`src/rtl/chiplet_types_pkg.sv`:
```
`default_nettype none
// ============================================================================
// Module      : chiplet_types_pkg
// Description : Shared chiplet endpoint types and the request-queue register map.
// Revision    : 1.0 - initial release
// ============================================================================
package chiplet_types_pkg;

    typedef logic [7:0] node_id_t;

    typedef enum logic [1:0] {
        REG_COUNT  = 2'd0,
        REG_STATUS = 2'd1,
        REG_POP    = 2'd2,
        REG_PEEK   = 2'd3
    } req_queue_reg_e;

    typedef enum logic [1:0] {
        GLB_ARB_POP  = 2'd0,
        GLB_NONEMPTY = 2'd1,
        GLB_IRQ_MASK = 2'd2
    } req_queue_glb_e;

    localparam int c_STATUS_OVF = 0;
    localparam int c_STATUS_UDF = 1;

endpackage
`default_nettype wire

```
`src/rtl/bus_protocol_if.sv`:
```
`default_nettype none
// ============================================================================
// Module      : bus_protocol_if
// Description : Endpoint register bus with master and peripheral views.
// Revision    : 1.0 - initial release
// ============================================================================
interface bus_protocol_if;
    logic        ren;
    logic        wen;
    logic [31:0] addr;
    logic [31:0] wdata;
    logic [31:0] rdata;
    logic        error;
    logic        request_stall;

    modport master (
        output ren, wen, addr, wdata,
        input  rdata, error, request_stall
    );

    modport peripheral_vital (
        input  ren, wen, addr, wdata,
        output rdata, error, request_stall
    );
endinterface
`default_nettype wire

```
`src/rtl/req_queue_chan.sv`:
```
`default_nettype none
// ============================================================================
// Module      : req_queue_chan
// Description : Single-channel circular buffer of requestor IDs.
// Revision    : 1.0 - initial release
// ============================================================================
module req_queue_chan
    import chiplet_types_pkg::*;
#(
    parameter int DEPTH = 16
) (
    input  logic                         clk,
    input  logic                         rst,
    input  logic                         i_push,
    input  logic                         i_pop,
    input  node_id_t                     i_data,
    output logic [$clog2(DEPTH+1)-1:0]   o_count,
    output node_id_t                     o_head,
    output logic                         o_full,
    output logic                         o_empty
);
    localparam int c_AW = $clog2(DEPTH);
    localparam int c_CW = $clog2(DEPTH + 1);

    logic [c_AW-1:0] r_head;
    logic [c_AW-1:0] r_tail;
    logic [c_CW-1:0] r_count;
    node_id_t        r_mem [DEPTH];
    logic            w_do_push;
    logic            w_do_pop;

    assign o_empty   = (r_count == '0);
    assign o_full    = (r_count == c_CW'(DEPTH));
    assign w_do_pop  = i_pop & ~o_empty;
    // A pop frees the slot the same-cycle push needs, so a full queue still accepts it.
    assign w_do_push = i_push & (~o_full | w_do_pop);
    assign o_count   = r_count;
    assign o_head    = r_mem[r_head];

    always_ff @(posedge clk) begin
        if (rst) begin
            r_head  <= '0;
            r_tail  <= '0;
            r_count <= '0;
        end else begin
            if (w_do_push) r_tail <= r_tail + c_AW'(1);
            if (w_do_pop)  r_head <= r_head + c_AW'(1);
            if (w_do_push & ~w_do_pop)      r_count <= r_count + c_CW'(1);
            else if (w_do_pop & ~w_do_push) r_count <= r_count - c_CW'(1);
        end
    end

    always_ff @(posedge clk) begin
        if (w_do_push) r_mem[r_tail] <= i_data;
    end

endmodule
`default_nettype wire

```
`src/rtl/req_queue_mc.sv`:
```
`default_nettype none
// ============================================================================
// Module      : req_queue_mc
// Description : Multi-channel requestor queue with register-bus pop/peek and
//               round-robin arbitrated pop. Define REQ_QUEUE_IRQ_EN for irq.
// Revision    : 1.0 - initial release
// ============================================================================
module req_queue_mc
    import chiplet_types_pkg::*;
#(
    parameter int NUM_CH = 4,
    parameter int DEPTH  = 16
) (
    input  logic                                           clk,
    input  logic                                           rst,
    input  logic                                           crc_valid,
    input  logic [((NUM_CH > 1) ? $clog2(NUM_CH) : 1)-1:0] push_ch,
    input  node_id_t                                       req,
    output logic                                           overflow,
    output logic                                           irq,
    bus_protocol_if.peripheral_vital                       bus_if
);
    localparam int c_PCW = (NUM_CH > 1) ? $clog2(NUM_CH) : 1;
    localparam int c_CHW = $clog2(NUM_CH + 1);
    localparam int c_CW  = $clog2(DEPTH + 1);
    localparam logic [c_CHW-1:0] c_GLB_CH  = c_CHW'(NUM_CH);
    localparam logic [c_PCW-1:0] c_LAST_CH = c_PCW'(NUM_CH - 1);

    logic [1:0]        w_reg;
    logic [c_CHW-1:0]  w_ch;
    logic              w_rd, w_wr, w_is_ch, w_is_glb;
    logic [NUM_CH-1:0] w_sel, w_push, w_pop, w_full, w_empty, w_nonempty;
    logic [NUM_CH-1:0] w_ovf_set, w_udf_set, w_stat_wr, w_arb_onehot, w_irq_mask;
    logic [c_CW-1:0]   w_count [NUM_CH];
    node_id_t          w_head  [NUM_CH];
    logic [NUM_CH-1:0] r_ovf, r_udf;
    logic [c_PCW-1:0]  r_arb_ptr, w_arb_ch;
    node_id_t          w_arb_head;
    logic              w_arb_valid, w_arb_pop;
    logic [31:0]       w_rdata, r_rdata;
    logic              w_err, r_error, r_overflow;
    logic              w_unused;

    assign w_reg     = bus_if.addr[3:2];
    assign w_ch      = bus_if.addr[4 +: c_CHW];
    assign w_wr      = bus_if.wen;
    assign w_rd      = bus_if.ren & ~bus_if.wen;
    assign w_is_ch   = (w_ch < c_GLB_CH);
    assign w_is_glb  = (w_ch == c_GLB_CH);
    assign w_arb_pop = w_rd & w_is_glb & (w_reg == GLB_ARB_POP) & w_arb_valid;
    assign w_unused  = ^{bus_if.addr[1:0], bus_if.addr[31:4+c_CHW], bus_if.wdata};

    for (genvar i = 0; i < NUM_CH; i++) begin : g_chan
        assign w_sel[i]        = (w_ch == c_CHW'(i));
        assign w_push[i]       = crc_valid & (push_ch == c_PCW'(i));
        assign w_arb_onehot[i] = (w_arb_ch == c_PCW'(i));
        assign w_pop[i]        = (w_rd & w_sel[i] & (w_reg == REG_POP)) | (w_arb_pop & w_arb_onehot[i]);
        assign w_ovf_set[i]    = w_push[i] & w_full[i] & ~w_pop[i];
        assign w_udf_set[i]    = w_rd & w_sel[i] & (w_reg == REG_POP) & w_empty[i];
        assign w_stat_wr[i]    = w_wr & w_sel[i] & (w_reg == REG_STATUS);
        assign w_nonempty[i]   = ~w_empty[i];

        req_queue_chan #(.DEPTH(DEPTH)) u_chan (
            .clk     (clk),
            .rst     (rst),
            .i_push  (w_push[i]),
            .i_pop   (w_pop[i]),
            .i_data  (req),
            .o_count (w_count[i]),
            .o_head  (w_head[i]),
            .o_full  (w_full[i]),
            .o_empty (w_empty[i])
        );
    end

    // Round-robin search starting at r_arb_ptr, the channel after the last winner.
    always_comb begin : p_arb
        int idx;
        idx         = 0;
        w_arb_valid = 1'b0;
        w_arb_ch    = '0;
        w_arb_head  = '0;
        for (int k = 0; k < NUM_CH; k++) begin
            idx = int'(r_arb_ptr) + k;
            if (idx >= NUM_CH) idx = idx - NUM_CH;
            for (int j = 0; j < NUM_CH; j++) begin
                if (!w_arb_valid && (j == idx) && w_nonempty[j]) begin
                    w_arb_valid = 1'b1;
                    w_arb_ch    = c_PCW'(j);
                    w_arb_head  = w_head[j];
                end
            end
        end
    end

    always_comb begin
        w_rdata = '0;
        w_err   = 1'b0;
        if (w_is_ch) begin
            for (int i = 0; i < NUM_CH; i++) begin
                if (w_sel[i]) begin
                    case (w_reg)
                        REG_COUNT:  w_rdata = 32'(w_count[i]);
                        REG_STATUS: w_rdata = 32'({r_udf[i], r_ovf[i]});
                        default:    w_rdata = w_empty[i] ? 32'd0 : 32'(w_head[i]);
                    endcase
                end
            end
            w_err = w_wr & (w_reg != REG_STATUS);
        end else if (w_is_glb) begin
            case (w_reg)
                GLB_ARB_POP:  w_rdata = w_arb_valid ? {1'b1, 7'(w_arb_ch), 24'(w_arb_head)} : 32'd0;
                GLB_NONEMPTY: w_rdata = 32'(w_nonempty);
                GLB_IRQ_MASK: w_rdata = 32'(w_irq_mask);
                default:      w_rdata = 32'd0;
            endcase
            w_err = w_wr & (w_reg != GLB_IRQ_MASK);
        end else begin
            w_err = w_wr | w_rd;
        end
    end

    always_ff @(posedge clk) begin
        if (rst) begin
            r_ovf      <= '0;
            r_udf      <= '0;
            r_arb_ptr  <= '0;
            r_rdata    <= '0;
            r_error    <= 1'b0;
            r_overflow <= 1'b0;
        end else begin
            // Set terms are OR-ed in last so a same-cycle event beats the clear.
            r_ovf      <= (r_ovf & ~(w_stat_wr & {NUM_CH{bus_if.wdata[c_STATUS_OVF]}})) | w_ovf_set;
            r_udf      <= (r_udf & ~(w_stat_wr & {NUM_CH{bus_if.wdata[c_STATUS_UDF]}})) | w_udf_set;
            r_rdata    <= w_rd ? w_rdata : 32'd0;
            r_error    <= w_err;
            r_overflow <= |w_ovf_set;
            if (w_arb_pop) r_arb_ptr <= (w_arb_ch == c_LAST_CH) ? '0 : w_arb_ch + c_PCW'(1);
        end
    end

`ifdef REQ_QUEUE_IRQ_EN
    logic [NUM_CH-1:0] r_irq_mask;
    logic              r_irq;

    always_ff @(posedge clk) begin
        if (rst) begin
            r_irq_mask <= '0;
            r_irq      <= 1'b0;
        end else begin
            if (w_wr & w_is_glb & (w_reg == GLB_IRQ_MASK)) r_irq_mask <= bus_if.wdata[NUM_CH-1:0];
            r_irq <= |(w_nonempty & r_irq_mask);
        end
    end

    assign w_irq_mask = r_irq_mask;
    assign irq        = r_irq;
`else
    assign w_irq_mask = '0;
    assign irq        = 1'b0;
`endif

    assign overflow             = r_overflow;
    assign bus_if.rdata         = r_rdata;
    assign bus_if.error         = r_error;
    assign bus_if.request_stall = 1'b0;

endmodule
`default_nettype wire
```
`src/flat_wrapper.sv`:
```
// flat-port wrapper written by rule: the top's interface ports become plain ports
module req_queue_mc_flat import chiplet_types_pkg::*;
#(
    parameter int NUM_CH = 4,
    parameter int DEPTH  = 16
)
  (clk, rst, crc_valid, push_ch, req, overflow, irq, bus_if_ren, bus_if_wen, bus_if_addr, bus_if_wdata, bus_if_rdata, bus_if_error, bus_if_request_stall);
  bus_protocol_if bus_if_i ();
  input  logic clk;
  input  logic rst;
  input  logic crc_valid;
  input  logic [((NUM_CH > 1) ? $clog2(NUM_CH) : 1)-1:0] push_ch;
  input  node_id_t req;
  output logic overflow;
  output logic irq;
  input wire logic [$bits(bus_if_i.ren)-1:0] bus_if_ren;
  input wire logic [$bits(bus_if_i.wen)-1:0] bus_if_wen;
  input wire logic [$bits(bus_if_i.addr)-1:0] bus_if_addr;
  input wire logic [$bits(bus_if_i.wdata)-1:0] bus_if_wdata;
  output wire logic [$bits(bus_if_i.rdata)-1:0] bus_if_rdata;
  output wire logic [$bits(bus_if_i.error)-1:0] bus_if_error;
  output wire logic [$bits(bus_if_i.request_stall)-1:0] bus_if_request_stall;
  assign bus_if_i.ren = bus_if_ren;
  assign bus_if_i.wen = bus_if_wen;
  assign bus_if_i.addr = bus_if_addr;
  assign bus_if_i.wdata = bus_if_wdata;
  assign bus_if_rdata = bus_if_i.rdata;
  assign bus_if_error = bus_if_i.error;
  assign bus_if_request_stall = bus_if_i.request_stall;
  req_queue_mc #(.NUM_CH(NUM_CH), .DEPTH(DEPTH)) u_core (.clk(clk), .rst(rst), .crc_valid(crc_valid), .push_ch(push_ch), .req(req), .overflow(overflow), .irq(irq), .bus_if(bus_if_i));
endmodule
```
`config.mk`:
```
export PLATFORM = sky130hd
export DESIGN_NAME = req_queue_mc_flat
export DESIGN_NICKNAME = d
export VERILOG_FILES = /design/src/rtl/chiplet_types_pkg.sv /design/src/rtl/bus_protocol_if.sv /design/src/rtl/req_queue_chan.sv /design/src/rtl/req_queue_mc.sv /design/src/flat_wrapper.sv
export SDC_FILE = /design/constraint.sdc
export NUM_CORES = 1
export LEC_CHECK = 0
export ABC_AREA = 1
export CAP_MARGIN = 20
export CORE_MARGIN = 4
export CORE_UTILIZATION = 65
export DETAILED_ROUTE_END_ITERATION = 7
export GPL_TIMING_DRIVEN = 1
export HOLD_SLACK_MARGIN = 0.02
export PLACE_DENSITY_LB_ADDON = 0.15
export SYNTH_ARGS = -nofsm -noshare
export SYNTH_HDL_FRONTEND = slang
export SYNTH_SLANG_ARGS = --single-unit
export TNS_END_PERCENT = 5
```
`constraint.sdc`:
```
create_clock -name clk -period 9.25 [get_ports clk]
set_clock_uncertainty 0.1 [all_clocks]
set_input_delay 1.3875 -clock clk [delete_from_list [all_inputs] [get_ports clk]]
set_output_delay 1.3875 -clock clk [all_outputs]
set_load 0.02 [all_outputs]
```
# Word-level counts from Yosys, hierarchy flattened

Memories as Yosys holds them, arrays and structs flattened. A register that Yosys moved wholly into a read port is not among the register bits.
Index checks and enable logic that the tools add are counted.
W data, S select, Z words.

Bits in writable memories: 512
Memories kept: 4
Register bits: 96
Input bits: 79
Output and inout bits: 36

$add $sub $neg: 24
Mux-type cells: 94
Reduce and logical (&&, ||, !) cells: 64
Bitwise logic cells: 97
$lt $le $gt $ge: 5
Equal/unequal tests: 30

Memories:

| memory                        | words | bits a word | rd ports | clocked after Yosys merged registers in | wr ports | line                 | text |
|---|---|---|---|---|---|---|---|
| u_core.g_chan[0].u_chan.r_mem | 16    | 8           | 1        | 1                                       | 1        | req_queue_chan.sv:28 | `node_id_t r_mem [DEPTH];` |
| u_core.g_chan[1].u_chan.r_mem | 16    | 8           | 1        | 1                                       | 1        | req_queue_chan.sv:28 |  |
| u_core.g_chan[2].u_chan.r_mem | 16    | 8           | 1        | 1                                       | 1        | req_queue_chan.sv:28 |  |
| u_core.g_chan[3].u_chan.r_mem | 16    | 8           | 1        | 1                                       | 1        | req_queue_chan.sv:28 |  |

Operators by type and width:

| kind                    | count |
|---|---|
| $mux W32                | 11 |
| $pmux W32 S2            | 5 |
| $eq A3 B32 Y1 const A   | 8 |
| $mux W8                 | 20 |
| $eq A2 B32 Y1 const A   | 4 |
| $logic_not A32 Y1       | 4 |
| $ge A32 B4 Y1 const B   | 3 |
| $sub A32 B4 Y32 const B | 3 |
| $and A1 B1 Y1           | 58 |
| $mux W5                 | 8 |
| $add A4 B1 Y4 const B   | 8 |
| $mux W4                 | 8 |
| $logic_and A1 B1 Y1     | 31 |
| $mux W2                 | 15 |
| $mux W1                 | 27 |
| $not A1 Y1              | 22 |
| $add A5 B1 Y5 const B   | 4 |
| $eq A5 B5 Y1 const B    | 4 |
| $logic_not A5 Y1        | 4 |
| $sub A5 B1 Y5 const B   | 4 |
| $and A4 B4 Y4           | 4 |
| $logic_not A1 Y1        | 15 |
| $eq A2 B2 Y1 const B    | 5 |
| $or A1 B1 Y1            | 9 |
| 19 further kinds        | 30 |

# Depth between registers and ports, before layout

Gate-level depths: netlist (run 1).

Depth in word-level cells: 75
Mapped depth: 33
Mapped depth without buffers: 32

# By module

From an unflattened synthesis (run 1), not the netlist that was laid out.

Cell total of the unflattened synthesis: 2,941
Area, all modules: 28,229.6 um^2

Modules (own cells, without submodules):

| module                                       | instances | cells each | area an instance (um^2) |
|---|---|---|---|
| req_queue_chan (u_core.g_chan[0].u_chan ...) | 2         | 589        | 6,281.0 |
| req_queue_chan (u_core.g_chan[1].u_chan)     | 1         | 589        | 6,292.3 |
| req_queue_chan (u_core.g_chan[3].u_chan)     | 1         | 589        | 6,214.7 |
| req_queue_mc                                 | 1         | 585        | 3,160.5 |

# Least setup slack after synthesis (run 1)

OpenSTA, ideal clock, no wires.

Path type: input-to-reg
From: input port bus_if_addr[5]
To: register u_core.g_chan[0].u_chan.r_count[4]
Arrival time: 4.048 ns
Library setup time: 0.119 ns
Required time: 9.031 ns
Path buffers: 0
Slack: 4.983 ns
Cell stages on the path: 19
Path through: nor3_1 -> inv_1 -> nor3_1 -> nand2_2 -> o21ai_1 -> inv_1 -> nand2_1 -> nand2_1 -> inv_2 -> ha_1 -> inv_1 -> fa_1 -> a21o_1 -> a21oi_1 -> nor2_1 -> nor2_1 -> nand2_1 -> o21ai_0 -> a21oi_1

Cells in the longest elaborated chain, start to end: 12

Ends and longest elaborated chain:

| item                                  | line                 | text |
|---|---|---|
| start, declared                       | flat_wrapper.sv:18   | `input wire logic [$bits(bus_if_i.addr)-1:0] bus_if_addr;` |
| $eq A3 B3 Y1                          | req_queue_mc.sv:49   | `assign w_is_glb = (w_ch == c_GLB_CH);` |
| $and A1 B1 Y1 (3 in series)           | req_queue_mc.sv:50   | `assign w_arb_pop = w_rd & w_is_glb & (w_reg == GLB_ARB_POP) & w_arb_valid;` |
| $and A1 B1 Y1                         | req_queue_mc.sv:57   | `assign w_pop[i] = (w_rd & w_sel[i] & (w_reg == REG_POP)) \| (w_arb_pop & w_arb_onehot[i]);` |
| $or A1 B1 Y1 (*)                      | req_queue_mc.sv:57   |  |
| $and A1 B1 Y1 (*)                     | req_queue_chan.sv:34 | `assign w_do_pop = i_pop & ~o_empty;` |
| $or A1 B1 Y1 (*)                      | req_queue_chan.sv:36 | `assign w_do_push = i_push & (~o_full \| w_do_pop);` |
| $and A1 B1 Y1 (*)                     | req_queue_chan.sv:36 |  |
| via u_core.g_chan[0].u_chan.w_do_push | req_queue_chan.sv:29 | `logic w_do_push;` |
| $not A1 Y1                            | req_queue_chan.sv:49 | `else if (w_do_pop & ~w_do_push) r_count <= r_count - c_CW'(1);` |
| $and A1 B1 Y1                         | req_queue_chan.sv:49 |  |
| $reduce_bool A2 Y1 (no source line)   | n/a                  |  |
| end signal, assigned                  | req_queue_chan.sv:48 | `if (w_do_push & ~w_do_pop) r_count <= r_count + c_CW'(1);` |
| end signal, assigned                  | req_queue_chan.sv:49 |  |
| end, declared                         | req_queue_chan.sv:27 | `logic [c_CW-1:0] r_count;` |

The timed path passes the listed nets; every way through them passes the cells marked *.
A chain may end at the register's enable or synchronous reset.

# Final worst setup path (run 1)

From: input port bus_if_addr[3]
To: register u_core.g_chan[0].u_chan.r_count[4]

Cells in the longest elaborated chain, start to end: 11

Ends and longest elaborated chain:

| item                                  | line |
|---|---|
| $logic_not A2 Y1                      | req_queue_mc.sv:50 |
| $and A1 B1 Y1 (2 in series)           | req_queue_mc.sv:50 |
| $and A1 B1 Y1                         | req_queue_mc.sv:57 |
| $or A1 B1 Y1 (*)                      | req_queue_mc.sv:57 |
| $and A1 B1 Y1 (*)                     | req_queue_chan.sv:34 |
| $or A1 B1 Y1 (*)                      | req_queue_chan.sv:36 |
| $and A1 B1 Y1 (*)                     | req_queue_chan.sv:36 |
| via u_core.g_chan[0].u_chan.w_do_push | req_queue_chan.sv:29 |
| $not A1 Y1                            | req_queue_chan.sv:49 |
| $and A1 B1 Y1                         | req_queue_chan.sv:49 |
| $reduce_bool A2 Y1 (no source line)   | n/a |

Marks and branches as above.

==> results of run 1 <==
## cell usage in the layout (no fill, tap or decap), types with 8 or more instances in the layout
cell type,Yosys,layout
a21oi_1,88,88
buf_2,2,9
buf_4,23,19
clkbuf_1,97,16
clkbuf_16,0,59
clkbuf_8,0,9
clkdlybuf4s50_1,0,25
clkinv_1,6,11
clkinv_2,2,10
conb_1,1,23
dfxtp_1,91,87
edfxtp_1,512,512
ha_1,38,38
inv_1,275,275
inv_2,13,13
nand2_1,596,596
nand2_2,16,16
nand3_1,253,253
nand4_1,12,12
nor2_1,334,334
nor3_1,11,11
o211ai_1,59,59
o21ai_0,213,213
o221ai_1,28,28
o22ai_1,11,11
xnor2_1,8,8
xor2_1,15,15
## through the flow
step                setup slack (ns)  hold slack [ns]  power, mW
floorplan                       4.98            0.322       3.28
global placement                3.08            0.345       3.39
detailed placement              3.01            0.363       3.40
CTS                             3.65            0.375       5.76
global route                    3.20            0.402       5.92
finish                          3.43            0.378       5.74
## layer usage
metal  share of wire, %  vias up  wire length (µm)
met5                  0        -                 0
met4                3.1        0              2100
met3                8.9      136              6030
met2                 46      984             31400
met1                 42     9714             28500
li1                   -     9486                 -
## logic make-up after synthesis
group,after synthesis
simple gates,1266
flops,603
buf+inv,435
compound gates,427
fa+ha+maj,42
xor+xnor,23
other cells,1
## how the worst min path moves through the flow
stage | depth (start not counted) | end | slack [ns]
floorplan | 1 | u_core.g_chan[1].u_chan.o_count[4] | 0.32
global placement | 1 | u_core.g_chan[1].u_chan.o_count[4] | 0.34
detailed placement | 1 | u_core.g_chan[1].u_chan.o_count[4] | 0.36
CTS | 1 | u_core.g_chan[1].u_chan.o_count[4] | 0.37
global route | 1 | u_core.g_chan[1].u_chan.o_count[4] | 0.40
finish | 1 | u_core.g_chan[1].u_chan.o_count[4] | 0.38
## power groups by stage
stage	combinational (mW)	sequential, mW	clock, mW
3_5_place_dp	0.366	3.03	0
6_report	0.382	2.97	2.39
3_3_place_gp	0.359	3.03	0
2_1_floorplan	0.249	3.03	0
5_1_grt	0.420	2.97	2.53
4_1_cts	0.369	2.97	2.41
## critical path, cell delays in order
cell	delay [ns]
clkdlybuf4s50_1	0.61
nor2_1	0.79
inv_1	0.41
nor3_1	0.51
nand2_2	0.21
o21ai_1	0.31
inv_1	0.10
nand2_1	0.07
nand2_1	0.11
inv_2	0.19
ha_1	0.23
inv_1	0.12
fa_1	0.42
a21o_1	0.18
a21oi_1	0.19
nor2_1	0.06
nor2_1	0.08
nand2_1	0.06
o21ai_0	0.15
a21oi_1	0.05
## synth_stat cells, types with 3 or more instances
| cell type | n | share of area [%] |
|---|---|---|
| a221oi_1 | 5 | 0.16 |
| inv_1 | 275 | 3.7 |
| nand3_2 | 5 | 0.18 |
| a31oi_1 | 3 | 0.068 |
| nand2_4 | 7 | 0.28 |
| o221ai_1 | 28 | 0.89 |
| o21ai_0 | 213 | 3.9 |
| a21oi_1 | 88 | 1.6 |
| xor2_1 | 15 | 0.47 |
| o211ai_1 | 59 | 1.6 |
| fa_1 | 4 | 0.29 |
| o21ai_1 | 3 | 0.054 |
| a211oi_1 | 3 | 0.081 |
| a21o_1 | 4 | 0.11 |
| ha_1 | 38 | 1.7 |
| nor2_2 | 5 | 0.11 |
| nand4_1 | 12 | 0.27 |
| xnor2_1 | 8 | 0.25 |
| nor2_1 | 334 | 4.5 |
| nand2_2 | 16 | 0.36 |
| nand3_4 | 3 | 0.19 |
| nand4_4 | 3 | 0.23 |
| o21bai_1 | 4 | 0.11 |
| a22oi_1 | 3 | 0.081 |
| clkbuf_1 | 97 | 1.3 |
| nand2_1 | 596 | 8.1 |
| clkinv_1 | 6 | 0.081 |
| inv_2 | 13 | 0.18 |
| nand3_1 | 253 | 4.6 |
| edfxtp_1 | 512 | 56 |
| buf_1 | 12 | 0.16 |
| buf_4 | 23 | 0.62 |
| nor3_1 | 11 | 0.20 |
| nor2_4 | 7 | 0.28 |
| inv_4 | 3 | 0.068 |
| nand3b_1 | 4 | 0.11 |
| dfxtp_1 | 91 | 6.6 |
| o22ai_1 | 11 | 0.25 |
## state kept, by name (all words and copies together), names as in the netlist, named ones only
| register | count |
|---|---|
| u_core.bus_if.error | 1 |
| u_core.g_chan.u_chan.r_tail | 16 |
| u_core.r_udf | 4 |
| u_core.g_chan.u_chan.r_head | 16 |
| u_core.g_chan.u_chan.o_count | 20 |
| u_core.overflow | 1 |
| u_core.g_chan.u_chan.r_mem | 512 |
| u_core.r_arb_ptr | 2 |
| u_core.r_ovf | 4 |
| u_core.bus_if.rdata | 11 |
## area by class of cell
type	count	share of cell area, %
clock buffer	84	5.49
clock inverter	24	0.901
inverter	300	3.77
multi-input combinational	1781	29.1
sequential	603	56.8
tap	539	2.23
timing repair buffer	57	1.69
==> flow_metrics.py, run 1 <==
metrics = {
    "critical_path": {
        "r2r_end": "u_core.g_chan[0].u_chan.o_count[4]",
        "cp-start-kind": "primary input",
        "r2r-start": "u_core.g_chan[1].u_chan.o_count[4]",
        "rrSetupSlack_ns": 3.63,
        "path_class": "in -> reg",
        "arrival_ns": 6.23,
        "end_kind": "register",
        "crit_fanout": 13,
        "crit_start": "bus_if_addr[3]",
        "r2r_cells": 29,
        "crit_required_ns": 9.66,
        "endpoint": "u_core.g_chan[0].u_chan.o_count[4]",
    },
    "synth": {
        "synth.ff_latch_count": 603,
        "synth_edf_count": 512,
        "synth-xor-area-share_pct": 0.728,
        "ys_types": 54,
        "synth-async-reset-ratio_pct": 0,
        "synth_compound_area_share_pct": 8.94,
        "synth_top_family_by_area": "simple AND/OR/NAND/NOR gates",
        "muxShareOfSynthArea_pct": 0,
        "synth_adder_area_share_pct": 2.01,
        "synth.avg_cell_area_um2": 9.89,
        "synthesis.area_mm2": 0.0277,
        "synth_top_flop_cell": "edfxtp_1",
        "syn_inst": 2797,
        "yosysWarnings": 0,
        "synthSimpleGateAreaFrac_pct": 19.8,
        "yosysSeqAreaShare_pct": 62.2,
    },
    "placement": {
        "dpl-instance-area_mm2": 0.0283,
        "portBuffers": 34,
        "gp_congestion": 0.954,
        "dp_hpwl_um": 42900,
        "dp.cells": 3276,
    },
    "sta": {
        "hold_viol": 0,
        "min_period_ns": 5.82,
        "fin_crit_sh_pct": 62.9,
        "worst-slew-pin-transition_ns": 1.05,
        "finalSetupTns_ns": 0,
        "slew_headroom_pct": 29.6,
        "finalSetupViolations": 0,
        "slew_violations": 0,
        "max_freq_mhz": 172,
        "rsz0062_at_grt": "no",
    },
    "floorplan": {
        "die_w_um": 214,
        "io_pins": 115,
        "initial_core_util_pct": 65.8,
        "dieArea_mm2": 0.0459,
        "num_rows": 75,
        "die_h_um": 214,
        "core_region_area_mm2": 0.0420,
    },
    "final_layout": {
        "layout.nets": 2922,
        "final_util_pct": 72.0,
        "fin_cells": 3388,
        "drive_above_1_share_pct": 6.88,
        "multi_input_area_mm2": 0.00880,
        "syn_to_final_growth_pct": 9.42,
        "antenna_cells": 0,
        "design_area_mm2": 0.0303,
        "seq_area_mm2": 0.0172,
        "nFillCells": 3043,
    },
    "drt": {
        "first_iter_violations": 2456,
        "wl_um": 68100,
        "wire_per_inst_um": 20.1,
        "via_per_inst": 6.00,
        "ant_nets": 0,
        "num_vias": 20320,
        "drt_first_pass_iters": 6,
        "drcViolationCount": 0,
    },
    "clock_tree": {
        "cts_tree": "yes",
        "post_cts_buffers": 0,
        "cts_root_buf": "clkbuf_16",
        "cts_num_sinks": 603,
        "cts.repair.resized": 0,
        "hold_buffers": 0,
        "clkTransAtPathRegs_ns": 0.07,
        "ctsLongestPathBuffers": 3,
        "cts-buffers-inserted": 58,
        "clk_latency_ns": 0.62,
        "htree_levels": 2,
    },
    "grt": {
        "grt_pass1_wl_um": 106000,
        "grt_pass1_vias": 19216,
        "use_met3_pct": 3.61,
        "grt.overflow.total": 0,
        "grtUsageMet1_pct": 42.5,
        "antenna_found_initial": 0,
        "grt_usage_pct": 28.9,
        "grt_max_degree": 75,
        "use_met2_pct": 45.5,
        "grt-busiest-layer": "met2",
    },
    "power": {
        "power.internal_mw": 4.46,
        "pwr-share-seq_pct": 51.8,
        "p_leak_nw": 11.6,
        "p_comb_share_pct": 6.7,
        "swShare_pct": 22.4,
        "ir_worst_vdd_v": 0.000178,
        "netSwitchingPower_mw": 1.29,
        "power.share.clock_pct": 41.6,
        "power_density_mw_per_mm2": 190,
    },
    "run": {
        "max-cap-violations": 0,
    },
    "hold_path": {
        "min_from": "u_core.g_chan[1].u_chan.o_count[4]",
        "hold_path.class": "reg -> reg",
    },
    "run_status": {
        "outcome": "finished clean",
    },
}
Note: power is estimated with default switching activity, not from simulation.
==> inputs of run 2 (changes only) <==
CORE_UTILIZATION = 61   (was 65)
clock period = 5.7 ns   (was 9.25 ns; I/O delays follow)
==> flow_metrics.py, run 2 (synthesized netlist as in run 1, its figures left out) <==
metrics = {
    "critical_path": {
        "r2r-start": "u_core.g_chan[1].u_chan.o_count[3]",
        "end_kind": "register",
        "cp-start-kind": "register",
        "crit_fanout": 10,
        "rrSetupSlack_ns": 0.52,
        "r2r_cells": 29,
        "r2r_end": "u_core.g_chan[0].u_chan.o_count[4]",
        "arrival_ns": 5.58,
        "crit_required_ns": 6.10,
        "crit_top_cell": "nand2_1",
        "endpoint": "u_core.g_chan[0].u_chan.o_count[4]",
        "max_stage_delay_ns": 0.42,
        "cp_slowest_cell": "fa_1",
        "path_class": "reg -> reg",
        "crit_start": "u_core.g_chan[1].u_chan.o_count[3]",
    },
    "drt": {
        "first_iter_violations": 2280,
        "wl_um": 68300,
        "drt_first_pass_iters": 5,
        "num_vias": 20123,
        "ant_nets": 0,
        "via_per_inst": 5.82,
        "drcViolationCount": 0,
        "wire_per_inst_um": 19.7,
    },
    "sta": {
        "worst-slew-pin-transition_ns": 1.07,
        "slew_violations": 0,
        "min_period_ns": 5.18,
        "hold_viol": 0,
        "max_freq_mhz": 193,
        "finalSetupTns_ns": 0,
        "slew_headroom_pct": 28.6,
        "finalSetupViolations": 0,
        "fin_crit_sh_pct": 90.9,
        "setup_ws_ns": 0.519,
        "rsz0062_at_grt": "no",
    },
    "clock_tree": {
        "clkTransAtPathRegs_ns": 0.07,
        "cts.repair.resized": 0,
        "clk_latency_ns": 0.62,
        "post_cts_buffers": 0,
        "htree_levels": 2,
        "cts_root_buf": "clkbuf_16",
        "cts_tree": "yes",
        "ctsLongestPathBuffers": 3,
        "cts_num_sinks": 603,
        "hold_buffers": 0,
        "cts-buffers-inserted": 59,
    },
    "final_layout": {
        "final_util_pct": 68.8,
        "largest_reg_flops": 512,
        "drive_above_1_share_pct": 7.88,
        "syn_to_final_growth_pct": 10.8,
        "nFillCells": 3336,
        "antenna_cells": 0,
        "layout.nets": 2938,
        "mostFrequentLayoutCells": "596 x nand2_1, 512 x edfxtp_1, 334 x nor2_1",
        "layout_commonest_cell": "nand2_1",
        "regMostFlops": "u_core.g_chan.u_chan.r_mem",
        "multi_input_area_mm2": 0.00880,
        "seq_area_mm2": 0.0172,
        "fin_cells": 3460,
    },
    "hold_path": {
        "hold_path.class": "reg -> reg",
    },
    "floorplan": {
        "initial_core_util_pct": 62.1,
        "die_h_um": 221,
        "core_region_area_mm2": 0.0445,
        "io_pins": 115,
        "num_rows": 77,
        "dieArea_mm2": 0.0488,
        "die_w_um": 221,
    },
    "run_status": {
        "outcome": "finished clean",
    },
    "placement": {
        "gp_congestion": 0.975,
        "dp.cells": 3346,
        "dp_hpwl_um": 43300,
        "portBuffers": 34,
        "dp_slack_ns": 0.712,
    },
    "grt": {
        "grt_pass1_wl_um": 106000,
        "grt_usage_pct": 27.2,
        "antenna_found_initial": 0,
        "grt.overflow.total": 0,
        "grt_max_degree": 74,
        "grt_pass1_vias": 18979,
    },
    "power": {
        "p_leak_nw": 11.8,
        "power_density_mw_per_mm2": 316,
        "ir_worst_vdd_v": 0.000424,
    },
    "run": {
        "max-cap-violations": 0,
    },
}
run 2: worst max-delay path: cells and delay by family, from the launching register on:
family | cells | cell delay, ns
AOI/OAI and AO/OA | 6 | 0.92
adders and majority gates | 3 | 0.79
buffers and inverters | 5 | 0.60
DFF | 1 | 0.34
and+or+nand+nor | 15 | 2.30
run 2: report_power, final:
group | internal, mW | switching [mW] | leakage, nW
Clock | 2.57 | 1.66 | 1.08
Sequential | 4.81 | 0.0186 | 5.34
Combinational | 0.181 | 0.456 | 5.34
run 2: area by class of cell:
type	count	area share [%]
Clock buffer	82	5.74
Clock inverter	30	1.29
Inverter	300	3.72
Multi-Input combinational cell	1781	28.7
Sequential cell	603	56.1
Tap cell	592	2.42
Timing Repair Buffer	72	1.96
run 2: stage by stage:
step / power [mW] / hold WS [ns] / area [µm²]
global route: 9.99 / 0.393 / 30600
floorplan: 5.32 / 0.322 / 27700
finish: 9.69 / 0.365 / 30600
CTS: 9.72 / 0.359 / 30600
global placement: 5.52 / 0.351 / 28500
detailed placement: 5.53 / 0.349 / 28500
run 2: how the worst min path moves through the flow:
stage	from	endpoint	slack, ns	depth (start not counted)
global route	u_core.r_udf[0]	u_core.r_udf[0]	0.39	2
finish	u_core.g_chan[1].u_chan.o_count[4]	u_core.g_chan[1].u_chan.o_count[4]	0.37	1
global placement	u_core.g_chan[1].u_chan.o_count[4]	u_core.g_chan[1].u_chan.o_count[4]	0.35	1
floorplan	u_core.g_chan[1].u_chan.o_count[4]	u_core.g_chan[1].u_chan.o_count[4]	0.32	1
CTS	u_core.g_chan[1].u_chan.o_count[4]	u_core.g_chan[1].u_chan.o_count[4]	0.36	1
detailed placement	u_core.g_chan[1].u_chan.o_count[4]	u_core.g_chan[1].u_chan.o_count[4]	0.35	1
run 2: per-layer routing:
| metal | track usage, % | share of wire, % | routed length (µm) | vias up |
|---|---|---|---|---|
| li1 | - | - | - | 9514 |
| met2 | 42.1 | 45 | 31000 | 924 |
| met4 | 6.58 | 1.9 | 1320 | 0 |
| met3 | 4.66 | 9.0 | 6170 | 84 |
| met1 | 40.8 | 44 | 29800 | 9601 |
| met5 | 0 | 0 | 0 | - |
==> variant 1 (flow settings as in run 1) <==
`DEPTH` is set to 16 in 3 places; all go to 8.
--- a/src/rtl/req_queue_chan.sv
+++ b/src/rtl/req_queue_chan.sv
@@ -7,7 +7,7 @@
 module req_queue_chan
     import chiplet_types_pkg::*;
 #(
-    parameter int DEPTH = 16
+    parameter int DEPTH = 8
 ) (
     input  logic                         clk,
     input  logic                         rst,
--- a/src/rtl/req_queue_mc.sv
+++ b/src/rtl/req_queue_mc.sv
@@ -9,7 +9,7 @@
     import chiplet_types_pkg::*;
 #(
     parameter int NUM_CH = 4,
-    parameter int DEPTH  = 16
+    parameter int DEPTH  = 8
 ) (
     input  logic                                           clk,
     input  logic                                           rst,
--- a/src/flat_wrapper.sv
+++ b/src/flat_wrapper.sv
@@ -2,7 +2,7 @@
 module req_queue_mc_flat import chiplet_types_pkg::*;
 #(
     parameter int NUM_CH = 4,
-    parameter int DEPTH  = 16
+    parameter int DEPTH  = 8
 )
   (clk, rst, crc_valid, push_ch, req, overflow, irq, bus_if_ren, bus_if_wen, bus_if_addr, bus_if_wdata, bus_if_rdata, bus_if_error, bus_if_request_stall);
   bus_protocol_if bus_if_i ();
Function: not settled (the Yosys comparison gave no result); the edit may change what the design does.
==> variant 1 against run 1 <==
Wire length decreased by 42%; power decreased by 44%; design area decreased by 42%; first-iteration DRC count decreased by 40%; synthesized area decreased by 43%; sequential cell count decreased by 272; setup slack improved by 570 ps; synthesized cell count decreased by 40%; hold slack about the same; die area decreased by 42%; critical path type is now reg -> reg; largest cell class unchanged; highest routed layer unchanged.
==> variant 1: results <==
[run_status]
status = finished clean

[final_layout]
fillers = 1693
nNetsFinal = 1826
layout-drive-gt1-share_pct = 6.75
largest_reg_flops = 256

[min_path]
min_from = u_core.r_udf[0]$_SDFF_PP0_
whs_path_depth = 2

[routing]
drt-wirelength-per-cell_um = 19.2
via_per_inst = 5.88
wl_um = 39700

[worst_setup_path]
cp_slowest_stage_delay_ps = 860
reg2reg_to = u_core.g_chan[0].u_chan.o_count[3]$_SDFFE_PP0P_
reg2regPathDepth = 28
path_class = reg -> reg
r2r-start = u_core.g_chan[2].u_chan.o_count[0]$_SDFFE_PP0P_
path_max_fanout = 14

[power]
p_leak_nw = 6.58
ir_drop_v = 0.000191

[placed_design]
dpl.hpwl_um = 26500
dpl.cell_count = 2001
gp_congestion = 0.975

[grt]
gr-usage-all-layers_pct = 29.8
grt_pass1_wl_um = 61500
grt_pass1_vias = 11400

[synth]
ys_types = 53
synth_seq_area_share_pct = 58.4
syn-mean-instance-area_um2 = 9.36
ys_top_cells_by_area = edfxtp_1, dfxtp_1, nand2_1
ys.flop_type = edfxtp_1
synth_edf_count = 256

[clocking]
cts_made_buffers = 34
clock_latency_ps = 520

[timing]
fin_ws_ps = 4000
==> variant 1: final cells by class <==
| class | count | area [µm²] | share of cell area, % |
|---|---|---|---|
| Clock buffer | 44 | 920 | 5.26 |
| Clock inverter | 17 | 155 | 0.887 |
| Inverter | 151 | 567 | 3.24 |
| Multi-Input combinational cell | 1149 | 5700 | 32.6 |
| Sequential cell | 331 | 9190 | 52.5 |
| Tap cell | 319 | 399 | 2.28 |
| Timing Repair Buffer | 55 | 559 | 3.20 |
==> variant 1: routing by layer <==
| layer | wire length (µm) | vias up | track usage [%] |
|---|---|---|---|
| met3 | 3430 | 91 | 4.67 |
| met4 | 1230 | 0 | 9.34 |
| li1 | - | 5802 | - |
| met2 | 17700 | 517 | 46.1 |
| met1 | 17400 | 5729 | 44.1 |
| met5 | 0 | - | 0 |
==> variant 1: metrics by stage <==
step	instance area [µm²]	hold WS, ps
floorplan	15800	342
global placement	16300	358
detailed placement	16300	372
CTS	17400	379
global route	17500	406
finish	17500	379
==> variant 1: cells by family after synthesis <==
family	Yosys count	share of synthesized area [%]
DFF	331	58.4
muxes	7	0.445
and+or+nand+nor	734	20.0
buffers and inverters	222	5.86
AOI/OAI and AO/OA	348	12.4
adders and majority gates	25	2.18
other	1	0.0238
xor gates and xnor gates	12	0.668
==> variant 1: power by group <==
part / switching, mW / internal, mW / leakage (nW)
clock: 0.553 / 0.763 / 0.530
combinational: 0.200 / 0.0875 / 3.14
sequential: 0.0116 / 1.61 / 2.91
total: 0.765 / 2.47 / 6.58
==> variant 1: critical path, delay by kind of cell (launching register included) <==
family | cells | cell delay (ps)
AND/OR/NAND/NOR | 19 | 2990
adder cells (fa/ha/maj) | 3 | 750
flip-flops | 1 | 430
buffers and inverters | 3 | 380
AO/OA/AOI/OAI | 3 | 510
==> variant 2 (config.mk and constraints of run 1) <==
Without the edit above. Take the reset off `r_rdata` and load it in a clocked block of its own.
--- a/src/rtl/req_queue_mc.sv
+++ b/src/rtl/req_queue_mc.sv
@@ -125,18 +125,20 @@
             r_ovf      <= '0;
             r_udf      <= '0;
             r_arb_ptr  <= '0;
-            r_rdata    <= '0;
             r_error    <= 1'b0;
             r_overflow <= 1'b0;
         end else begin
             // Set terms are OR-ed in last so a same-cycle event beats the clear.
             r_ovf      <= (r_ovf & ~(w_stat_wr & {NUM_CH{bus_if.wdata[c_STATUS_OVF]}})) | w_ovf_set;
             r_udf      <= (r_udf & ~(w_stat_wr & {NUM_CH{bus_if.wdata[c_STATUS_UDF]}})) | w_udf_set;
-            r_rdata    <= w_rd ? w_rdata : 32'd0;
             r_error    <= w_err;
             r_overflow <= |w_ovf_set;
             if (w_arb_pop) r_arb_ptr <= (w_arb_ch == c_LAST_CH) ? '0 : w_arb_ch + c_PCW'(1);
         end
+    end
+
+    always_ff @(posedge clk) begin
+        r_rdata <= w_rd ? w_rdata : 32'd0;
     end
 
 `ifdef REQ_QUEUE_IRQ_EN
Function: differs if rst is asserted again (counterexample within 4 cycles, from zero or initial values and one cycle with rst high); with rst held inactive, the same outputs for 4 cycles.
==> variant 2 against run 1 <==
Setup slack improved by 150 ps; sequential power barely moved; power fell by 0.24%; wire length rose by 0.74%; register-to-register slack improved by 340 ps; synthesized area fell by 0.52%; design area fell by 0.44%; sequential cell count did not move.
==> variant 2: results <==
[synth]
synthMuxAreaShare_pct = 0
syn-mean-instance-area_um2 = 10.0
synth-xor-area-share_pct = 0.732
ys_top_cells_by_area = edfxtp_1, nand2_1, dfxtp_1
synth_fa_ha_area_share_pct = 2.02
synth_seq_area_share_pct = 62.5
synth-compound-area-share_pct = 9.81
ys_warn_count = 0
yosys-top-cells-count = nand2_1, edfxtp_1, nor2_1
ys_types = 48

[floorplan]
core.rowCount = 75

[final_layout]
top_register = u_core.g_chan.u_chan.r_mem
multiInputGateArea_mm2 = 0.00883
diodes = 0
seq_area_share_pct = 57.1
nNetsFinal = 2872
buffers = 62
syn_to_final_growth_pct = 9.51
stdcell_count = 3339
fillers = 3016
layout-drive-gt1-share_pct = 7.61
multi_input_comb_cells = 1769
nonClkBufAreaFrac_pct = 1.69
final-clk-cell-share_pct = 6.46
nonClockInverterCount = 257
nClkBuffers = 81

[grt]
grt_antenna_before_repair = 0
grt_pass1_vias = 19000
grt_max_degree = 70
gr-usage-all-layers_pct = 30.1
grt_pass1_wl_um = 107000

[placed_design]
gp_congestion = 0.939
dpl.hpwl_um = 43900
dpl_cell_area_mm2 = 0.0282
dpl.cell_count = 3230
dp_slack_ps = 3060

[clocking]
post_cts_resize_count = 0
cts.path.max_buffers = 3

[routing]
via_per_inst = 5.99
wl_met3_um = 5630
met1_length_um = 29300
dr_wl_met2_um = 32100
wl_um = 68600
drtIter0Drc = 2420

[worst_setup_path]
cp_slowest_stage_delay_ps = 740
cp.arrival_ps = 6050
path_delay_family = simple AND/OR/NAND/NOR gates
path_max_fanout = 12
slowest_stage = nor2_1

[run_status]
status = finished clean

[power]
power.combinational.fraction_pct = 6.5
total_power_mw = 5.73
powerSeq_mw = 2.97
p_leak_nw = 11.3
ir_drop_v = 0.000176
p_int_mw = 4.46

[timing]
worst_pin_slew_ps = 1020
-- variant 2: changes by cell type after synthesis, moves of 9 or more --
cell,delta
inv_1,-38
o22ai_1,+9
nand2_1,-26
nand3_1,-30
clkbuf_1,+10
-- variant 2: path summary, 6_finish.rpt --
check                                                  startpoint                                              end  slack, ps  cells after the start
setup / recovery                                   bus_if_addr[3]  u_core.g_chan[3].u_chan.o_count[4]$_SDFFE_PP0P_       3580                     20
hold / removal                         u_core.r_ovf[0]$_SDFF_PP0_                       u_core.r_ovf[0]$_SDFF_PP0_        370                      2
setup reg to reg  u_core.g_chan[0].u_chan.o_count[1]$_SDFFE_PP0P_  u_core.g_chan[0].u_chan.o_count[4]$_SDFFE_PP0P_       3970                     27
hold reg to reg                        u_core.r_ovf[0]$_SDFF_PP0_                       u_core.r_ovf[0]$_SDFF_PP0_        370                      2
-- variant 2: per-layer routing --
metal	up-vias	track usage [%]
met5	-	0
li1	9386	-
met3	112	4.42
met4	0	8.89
met1	9565	44.2
met2	921	47.7
